`config.mk`:
```
export PLATFORM = sky130hd
export DESIGN_NAME = uart_rx_frame_receiver
export DESIGN_NICKNAME = d
export VERILOG_FILES = /design/src/rtl/uart_rx_frame_receiver.sv
export SDC_FILE = /design/constraint.sdc
export NUM_CORES = 1
export LEC_CHECK = 0
export BUFFER_PORTS_ARGS = -buffer_cell sky130_fd_sc_hd__buf_2
export CORE_UTILIZATION = 35
export CTS_CLUSTER_SIZE = 10
export DETAILED_ROUTE_END_ITERATION = 6
export SYNTH_ARGS = -nofsm -noshare
export SYNTH_HDL_FRONTEND = slang
export SYNTH_SLANG_ARGS = --single-unit
```
`constraint.sdc`:
```
create_clock -name clk -period 2.43 [get_ports clk]
set_clock_uncertainty 0.1 [all_clocks]
set_input_delay 0.243 -clock clk [delete_from_list [all_inputs] [get_ports clk]]
set_output_delay 0.243 -clock clk [all_outputs]
set_load 0.005 [all_outputs]
```
`src/rtl/uart_rx_frame_receiver.sv`:
```
// UART receive frame recovery: 2-flop line synchroniser, oversampled 3-point
// majority vote per bit, start/data/parity/stop FSM with registered result pulses.
module uart_rx_frame_receiver #(
    parameter int DATA_WIDTH = 8,
    parameter int PRESCALE   = 8,
    parameter int CNT_WIDTH  = 5
) (
    input  logic                  clk,
    input  logic                  rst_n,
    input  logic                  rx_in,
    input  logic                  parity_enable,
    input  logic                  parity_type,
    output logic [DATA_WIDTH-1:0] p_data,
    output logic                  data_valid,
    output logic                  parity_error,
    output logic                  stop_error,
    output logic                  busy
);

    localparam int BIT_CNT_W = $clog2(DATA_WIDTH + 1);

    localparam logic [CNT_WIDTH-1:0] SAMP_LO  = CNT_WIDTH'(PRESCALE / 2 - 1);
    localparam logic [CNT_WIDTH-1:0] SAMP_MID = CNT_WIDTH'(PRESCALE / 2);
    localparam logic [CNT_WIDTH-1:0] SAMP_HI  = CNT_WIDTH'(PRESCALE / 2 + 1);
    localparam logic [CNT_WIDTH-1:0] CNT_LAST = CNT_WIDTH'(PRESCALE - 1);
    localparam logic [BIT_CNT_W-1:0] BIT_LAST = BIT_CNT_W'(DATA_WIDTH - 1);

    typedef enum logic [2:0] {
        ST_IDLE   = 3'd0,
        ST_START  = 3'd1,
        ST_DATA   = 3'd2,
        ST_PARITY = 3'd3,
        ST_STOP   = 3'd4
    } state_t;

    function automatic logic majority3(input logic a, input logic b, input logic c);
        return (a & b) | (a & c) | (b & c);
    endfunction

    // Expected parity bit is XOR of data (even) or its inverse (odd).
    function automatic logic parity_mismatch(input logic [DATA_WIDTH-1:0] data,
                                             input logic rx_bit, input logic odd);
        return (^data) ^ rx_bit ^ odd;
    endfunction

    state_t                  state_q, state_d;
    logic                    rx_meta_q, rx_s_q;
    logic [CNT_WIDTH-1:0]    edge_cnt_q, edge_cnt_d;
    logic [BIT_CNT_W-1:0]    bit_cnt_q, bit_cnt_d;
    logic [1:0]              samp_q, samp_d;
    logic                    bit_q, bit_d;
    logic [DATA_WIDTH-1:0]   shift_q, shift_d;
    logic                    par_en_q, par_en_d;
    logic                    par_type_q, par_type_d;
    logic                    par_err_q, par_err_d;
    logic                    wait_high_q, wait_high_d;
    logic [DATA_WIDTH-1:0]   p_data_q, p_data_d;
    logic                    data_valid_q, data_valid_d;
    logic                    parity_error_q, parity_error_d;
    logic                    stop_error_q, stop_error_d;
    logic                    busy_q, busy_d;
    logic                    vote_s, sample_now_s, bit_end_s;

    assign vote_s       = majority3(samp_q[0], samp_q[1], rx_s_q);
    assign sample_now_s = (edge_cnt_q == SAMP_HI);
    assign bit_end_s    = (edge_cnt_q == CNT_LAST);

    // Two-flop synchroniser for the asynchronous serial line.
    always_ff @(posedge clk or negedge rst_n) begin
        if (!rst_n) begin
            rx_meta_q <= 1'b1;
            rx_s_q    <= 1'b1;
        end else begin
            rx_meta_q <= rx_in;
            rx_s_q    <= rx_meta_q;
        end
    end

    // State and datapath registers.
    always_ff @(posedge clk or negedge rst_n) begin
        if (!rst_n) begin
            state_q        <= ST_IDLE;
            edge_cnt_q     <= '0;
            bit_cnt_q      <= '0;
            samp_q         <= 2'b11;
            bit_q          <= 1'b1;
            shift_q        <= '0;
            par_en_q       <= 1'b0;
            par_type_q     <= 1'b0;
            par_err_q      <= 1'b0;
            wait_high_q    <= 1'b0;
            p_data_q       <= '0;
            data_valid_q   <= 1'b0;
            parity_error_q <= 1'b0;
            stop_error_q   <= 1'b0;
            busy_q         <= 1'b0;
        end else begin
            state_q        <= state_d;
            edge_cnt_q     <= edge_cnt_d;
            bit_cnt_q      <= bit_cnt_d;
            samp_q         <= samp_d;
            bit_q          <= bit_d;
            shift_q        <= shift_d;
            par_en_q       <= par_en_d;
            par_type_q     <= par_type_d;
            par_err_q      <= par_err_d;
            wait_high_q    <= wait_high_d;
            p_data_q       <= p_data_d;
            data_valid_q   <= data_valid_d;
            parity_error_q <= parity_error_d;
            stop_error_q   <= stop_error_d;
            busy_q         <= busy_d;
        end
    end

    // Next-state, sampling and result-pulse logic.
    always_comb begin
        state_d        = state_q;
        edge_cnt_d     = bit_end_s ? '0 : edge_cnt_q + CNT_WIDTH'(1);
        bit_cnt_d      = bit_cnt_q;
        samp_d         = samp_q;
        bit_d          = bit_q;
        shift_d        = shift_q;
        par_en_d       = par_en_q;
        par_type_d     = par_type_q;
        par_err_d      = par_err_q;
        wait_high_d    = wait_high_q;
        p_data_d       = p_data_q;
        data_valid_d   = 1'b0;
        parity_error_d = 1'b0;
        stop_error_d   = 1'b0;

        if (edge_cnt_q == SAMP_LO) begin
            samp_d[0] = rx_s_q;
        end else if (edge_cnt_q == SAMP_MID) begin
            samp_d[1] = rx_s_q;
        end else begin
            samp_d = samp_q;
        end

        if (state_q != ST_IDLE && sample_now_s) begin
            bit_d = vote_s;
        end else begin
            bit_d = bit_q;
        end

        case (state_q)
            ST_IDLE: begin
                edge_cnt_d = '0;
                if (wait_high_q) begin
                    // After a break, re-arm only once the line has returned high.
                    wait_high_d = !rx_s_q;
                end else if (!rx_s_q) begin
                    state_d    = ST_START;
                    edge_cnt_d = CNT_WIDTH'(1);
                    bit_cnt_d  = '0;
                    par_en_d   = parity_enable;
                    par_type_d = parity_type;
                    par_err_d  = 1'b0;
                end else begin
                    state_d = ST_IDLE;
                end
            end
            ST_START: begin
                if (sample_now_s && vote_s) begin
                    state_d    = ST_IDLE;
                    edge_cnt_d = '0;
                end else if (bit_end_s) begin
                    state_d = ST_DATA;
                end else begin
                    state_d = ST_START;
                end
            end
            ST_DATA: begin
                if (sample_now_s) begin
                    shift_d = {vote_s, shift_q[DATA_WIDTH-1:1]};
                end else begin
                    shift_d = shift_q;
                end
                if (bit_end_s) begin
                    if (bit_cnt_q == BIT_LAST) begin
                        bit_cnt_d = '0;
                        state_d   = par_en_q ? ST_PARITY : ST_STOP;
                    end else begin
                        bit_cnt_d = bit_cnt_q + BIT_CNT_W'(1);
                    end
                end else begin
                    bit_cnt_d = bit_cnt_q;
                end
            end
            ST_PARITY: begin
                if (sample_now_s) begin
                    par_err_d = parity_mismatch(shift_q, vote_s, par_type_q);
                end else begin
                    par_err_d = par_err_q;
                end
                if (bit_end_s) begin
                    state_d = ST_STOP;
                end else begin
                    state_d = ST_PARITY;
                end
            end
            ST_STOP: begin
                if (bit_end_s) begin
                    state_d = ST_IDLE;
                    if (!bit_q) begin
                        stop_error_d = 1'b1;
                        wait_high_d  = 1'b1;
                    end else if (par_err_q) begin
                        parity_error_d = 1'b1;
                    end else begin
                        p_data_d     = shift_q;
                        data_valid_d = 1'b1;
                    end
                end else begin
                    state_d = ST_STOP;
                end
            end
            default: begin
                state_d    = ST_IDLE;
                edge_cnt_d = '0;
            end
        endcase

        busy_d = (state_d != ST_IDLE);
    end

    assign p_data       = p_data_q;
    assign data_valid   = data_valid_q;
    assign parity_error = parity_error_q;
    assign stop_error   = stop_error_q;
    assign busy         = busy_q;

endmodule

```
==> impl_metrics.json <==
{
  "critical_path.cell_chain": "ha_1 -> and4bb_2 -> nand4_1 -> nand2b_1 -> buf_4 -> mux2_4",
  "crit_type": "reg2reg",
  "grt_first_pass_wirelength_um": 5730,
  "fillerInstances": 486,
  "cts_resized": 0,
  "crit_path_start_kind": "register",
  "fp.coreArea_mm2": 0.00524,
  "finalWirelength_um": 3210,
  "p_seq_frac": 0.482,
  "holdWs_ns": -0.0309,
  "path_clk_slew_ns": 0.08,
  "grt_pass1_vias": 1225,
  "synth_common_cells": "dfrtp_1 (36), nand2_1 (12), nor2_1 (12), mux2_2 (11), mux2_4 (8)",
  "finalHoldViolCount": 36,
  "drtAntennaViolNets": 0,
  "power-per-cell-area_mw_per_mm2": 899,
  "hpwlAfterDp_um": 2330,
  "detail_route.vias_per_cell": 4.82,
  "start_util": 0.373,
  "rsz0062_at_grt": "no",
  "grt_max_degree": 42,
  "yosysMostFrequentCell": "dfrtp_1",
  "cp_max_fo": 9,
  "ys_seq_elements": 41,
  "drt-initial-drc-count": 36,
  "critPathBufInv": 1,
  "io_buffer_count": 16,
  "areaGrowthSynthToFinish_pct": 13.1,
  "power_frac_comb": 0.237,
  "yosysTopAreaCell": "dfrtp_1",
  "fmax_mhz": 495,
  "setup_viol": 0,
  "fin_nets": 187,
  "cts_root_buffer": "clkbuf_8",
  "die_y_um": 76.8,
  "drive_gt1_frac": 0.313,
  "cp.required_ns": 2.50,
  "syn_nets": 167,
  "yosysWarnings": 0,
  "rows": 26,
  "tns_ns": 0,
  "post-cts-setup-buffers": 0,
  "post-place-ws_ns": 0.428,
  "slowest_stage": "dfrtp_1",
  "cts_tree": "built",
  "tightest_slew_ns": 0.874,
  "p_int_mw": 1.39,
  "grt.overflow.total": 0,
  "diodes": 0,
  "arrival_ns": 2.10,
  "synth-edff-count": 0,
  "netlist_area_mm2": 0.00196,
  "clock_sinks": 41,
  "dp_cells": 240,
  "final_core_util": 0.422,
  "status": "complete, but fails checks",
  "critPathCaptureType": "register",
  "top_level_ports": 17,
  "grt.total_usage": 0.125,
  "grt_antenna_before_repair": 0,
  "ys.flop_type": "dfrtp_1",
  "p_sw_mw": 0.595,
  "fin_ws_ns": 0.409,
  "cts-htree-levels": 2,
  "synth_cell_types": 44,
  "slew_viol_final": 0,
  "drv_cap": 0,
  "violations": "negative hold slack",
  "ir_drop_v": 0.000444,
  "vias": 1199,
  "clkLatencyLatePin_ns": 0.28,
  "instances_no_fill": 249,
  "async_flop_share": 1.00,
  "cts_hold_buf": 1,
  "die_w_um": 76.8,
  "yosysTopAreaCellShare": 0.461,
  "synthTopCellsByArea": "dfrtp_1 (46%), dfstp_2 (6.7%), mux2_2 (6.3%), mux2_4 (6.1%), xnor2_1 (3.1%)",
  "drt_pass1_iterations": 4,
  "cts_buffers": 5,
  "power.leakage_nw": 1.05,
  "clockBufferDepth": 2,
  "post-route-period-util": 0.832,
  "avgSynthCellArea_um2": 12.4,
  "fin_crit_ns": 2.02,
  "die_area_mm2": 0.00589,
  "hp-class": "in2async",
  "clkPwrFrac": 0.281,
  "routabilityCongestion": 0.839,
  "drc": 0,
  "synth_cells": 158,
  "routedWlPerCell_um": 12.9,
  "path_delay_family": "simple AND/OR/NAND/NOR gates",
  "max_stage_delay_ns": 0.41,
  "max_slew_margin": 0.418,
  "ys_seq_area_frac": 0.528,
  "power_switching_share": 0.299
}
[worst paths after layout]
kind / slack, ns / depth (start not counted) / start / endpoint
worst max-delay path: 0.41 / 6 / edge_cnt_q[0] / p_data[5]
worst min-delay path: -0.03 / 1 / rst_n / bit_cnt_q[0]
worst max register to register: 0.41 / 6 / edge_cnt_q[0] / p_data[5]
worst min register to register: 0.26 / 0 / rx_meta_q / rx_s_q
max in group asynchronous: 1.71 / 1 / rst_n / edge_cnt_q[1]
min in group clk: 0.05 / 3 / parity_enable / par_en_q
[sequential cells by signal, summed over array words and instances (netlist names), 2 cells and up]
| signal | flops |
|---|---|
| p_data | 8 |
| shift_q | 8 |
| bit_cnt_q | 4 |
| samp_q | 2 |
| edge_cnt_q | 5 |
| state_q | 3 |
[placed cells by master, fill, tap and decap left out, drive strengths merged, types with 2 or more instances in the layout]
| master | instances |
|---|---|
| dfrtp | 36 |
| mux2 | 19 |
| buf | 17 |
| nor2 | 12 |
| nand2 | 12 |
| nand3 | 7 |
| xnor2 | 7 |
| clkbuf | 7 |
| inv | 6 |
| o21ai | 6 |
| dfstp | 5 |
| ha | 4 |
| xor2 | 3 |
| a21oi | 3 |
| or3b | 3 |
| and4bb | 2 |
| or2 | 2 |
| nor3 | 2 |
| o31ai | 2 |
| nand4 | 2 |
[cell type report]
class,instances,area (um^2),area share
timing repair buffer,18,97.6,0.0441
multi-input combinational,106,855,0.387
inverter,6,22.5,0.0102
clock inverter,1,30.0,0.0136
clock buffer,7,86.3,0.0390
sequential,41,1030,0.467
tap,70,87.6,0.0396
[metrics by stage]
stage                     total power, mW  cell area (um^2)
after detailed placement             1.45              2080
after global routing                 2.12              2210
after CTS                            2.01              2210
after global placement               1.43              2080
after floorplan                      1.35              1960
final                                1.99              2210
[layer usage]
| layer | global-route usage | share of wire | vias to the layer above |
|---|---|---|---|
| met4 | 0.0558 | 0.013 | 0 |
| met1 | 0.158 | 0.49 | 580 |
| li1 | - | - | 594 |
| met3 | 0.0369 | 0.033 | 5 |
| met2 | 0.196 | 0.46 | 20 |
| met5 | 0 | 0 | - |
[worst reg2reg max path, cell delays in order (launching register included)]
cell      delay [ns]
dfrtp_1         0.41
ha_1            0.26
and4bb_2        0.34
nand4_1         0.13
nand2b_1        0.18
buf_4           0.18
mux2_4          0.31
[power by group through the flow]
stage | sequential [mW] | clock, mW | combinational (mW)
finish | 0.958 | 0.558 | 0.471
CTS | 0.955 | 0.571 | 0.482
floorplan | 0.905 | 0 | 0.448
detailed placement | 0.967 | 0 | 0.479
global route | 0.977 | 0.604 | 0.544
global placement | 0.959 | 0 | 0.470
[kinds of logic after synthesis]
group | Yosys count | synth area share
XOR/XNOR | 11 | 0.0563
AO/OA/AOI/OAI | 19 | 0.0710
multiplexers | 20 | 0.130
flip-flops | 41 | 0.528
adder cells (fa/ha/maj) | 5 | 0.0307
buffers and inverters | 11 | 0.0352
AND/OR/NAND/NOR | 51 | 0.149
No activity file was read; power rests on OpenSTA's default activity.
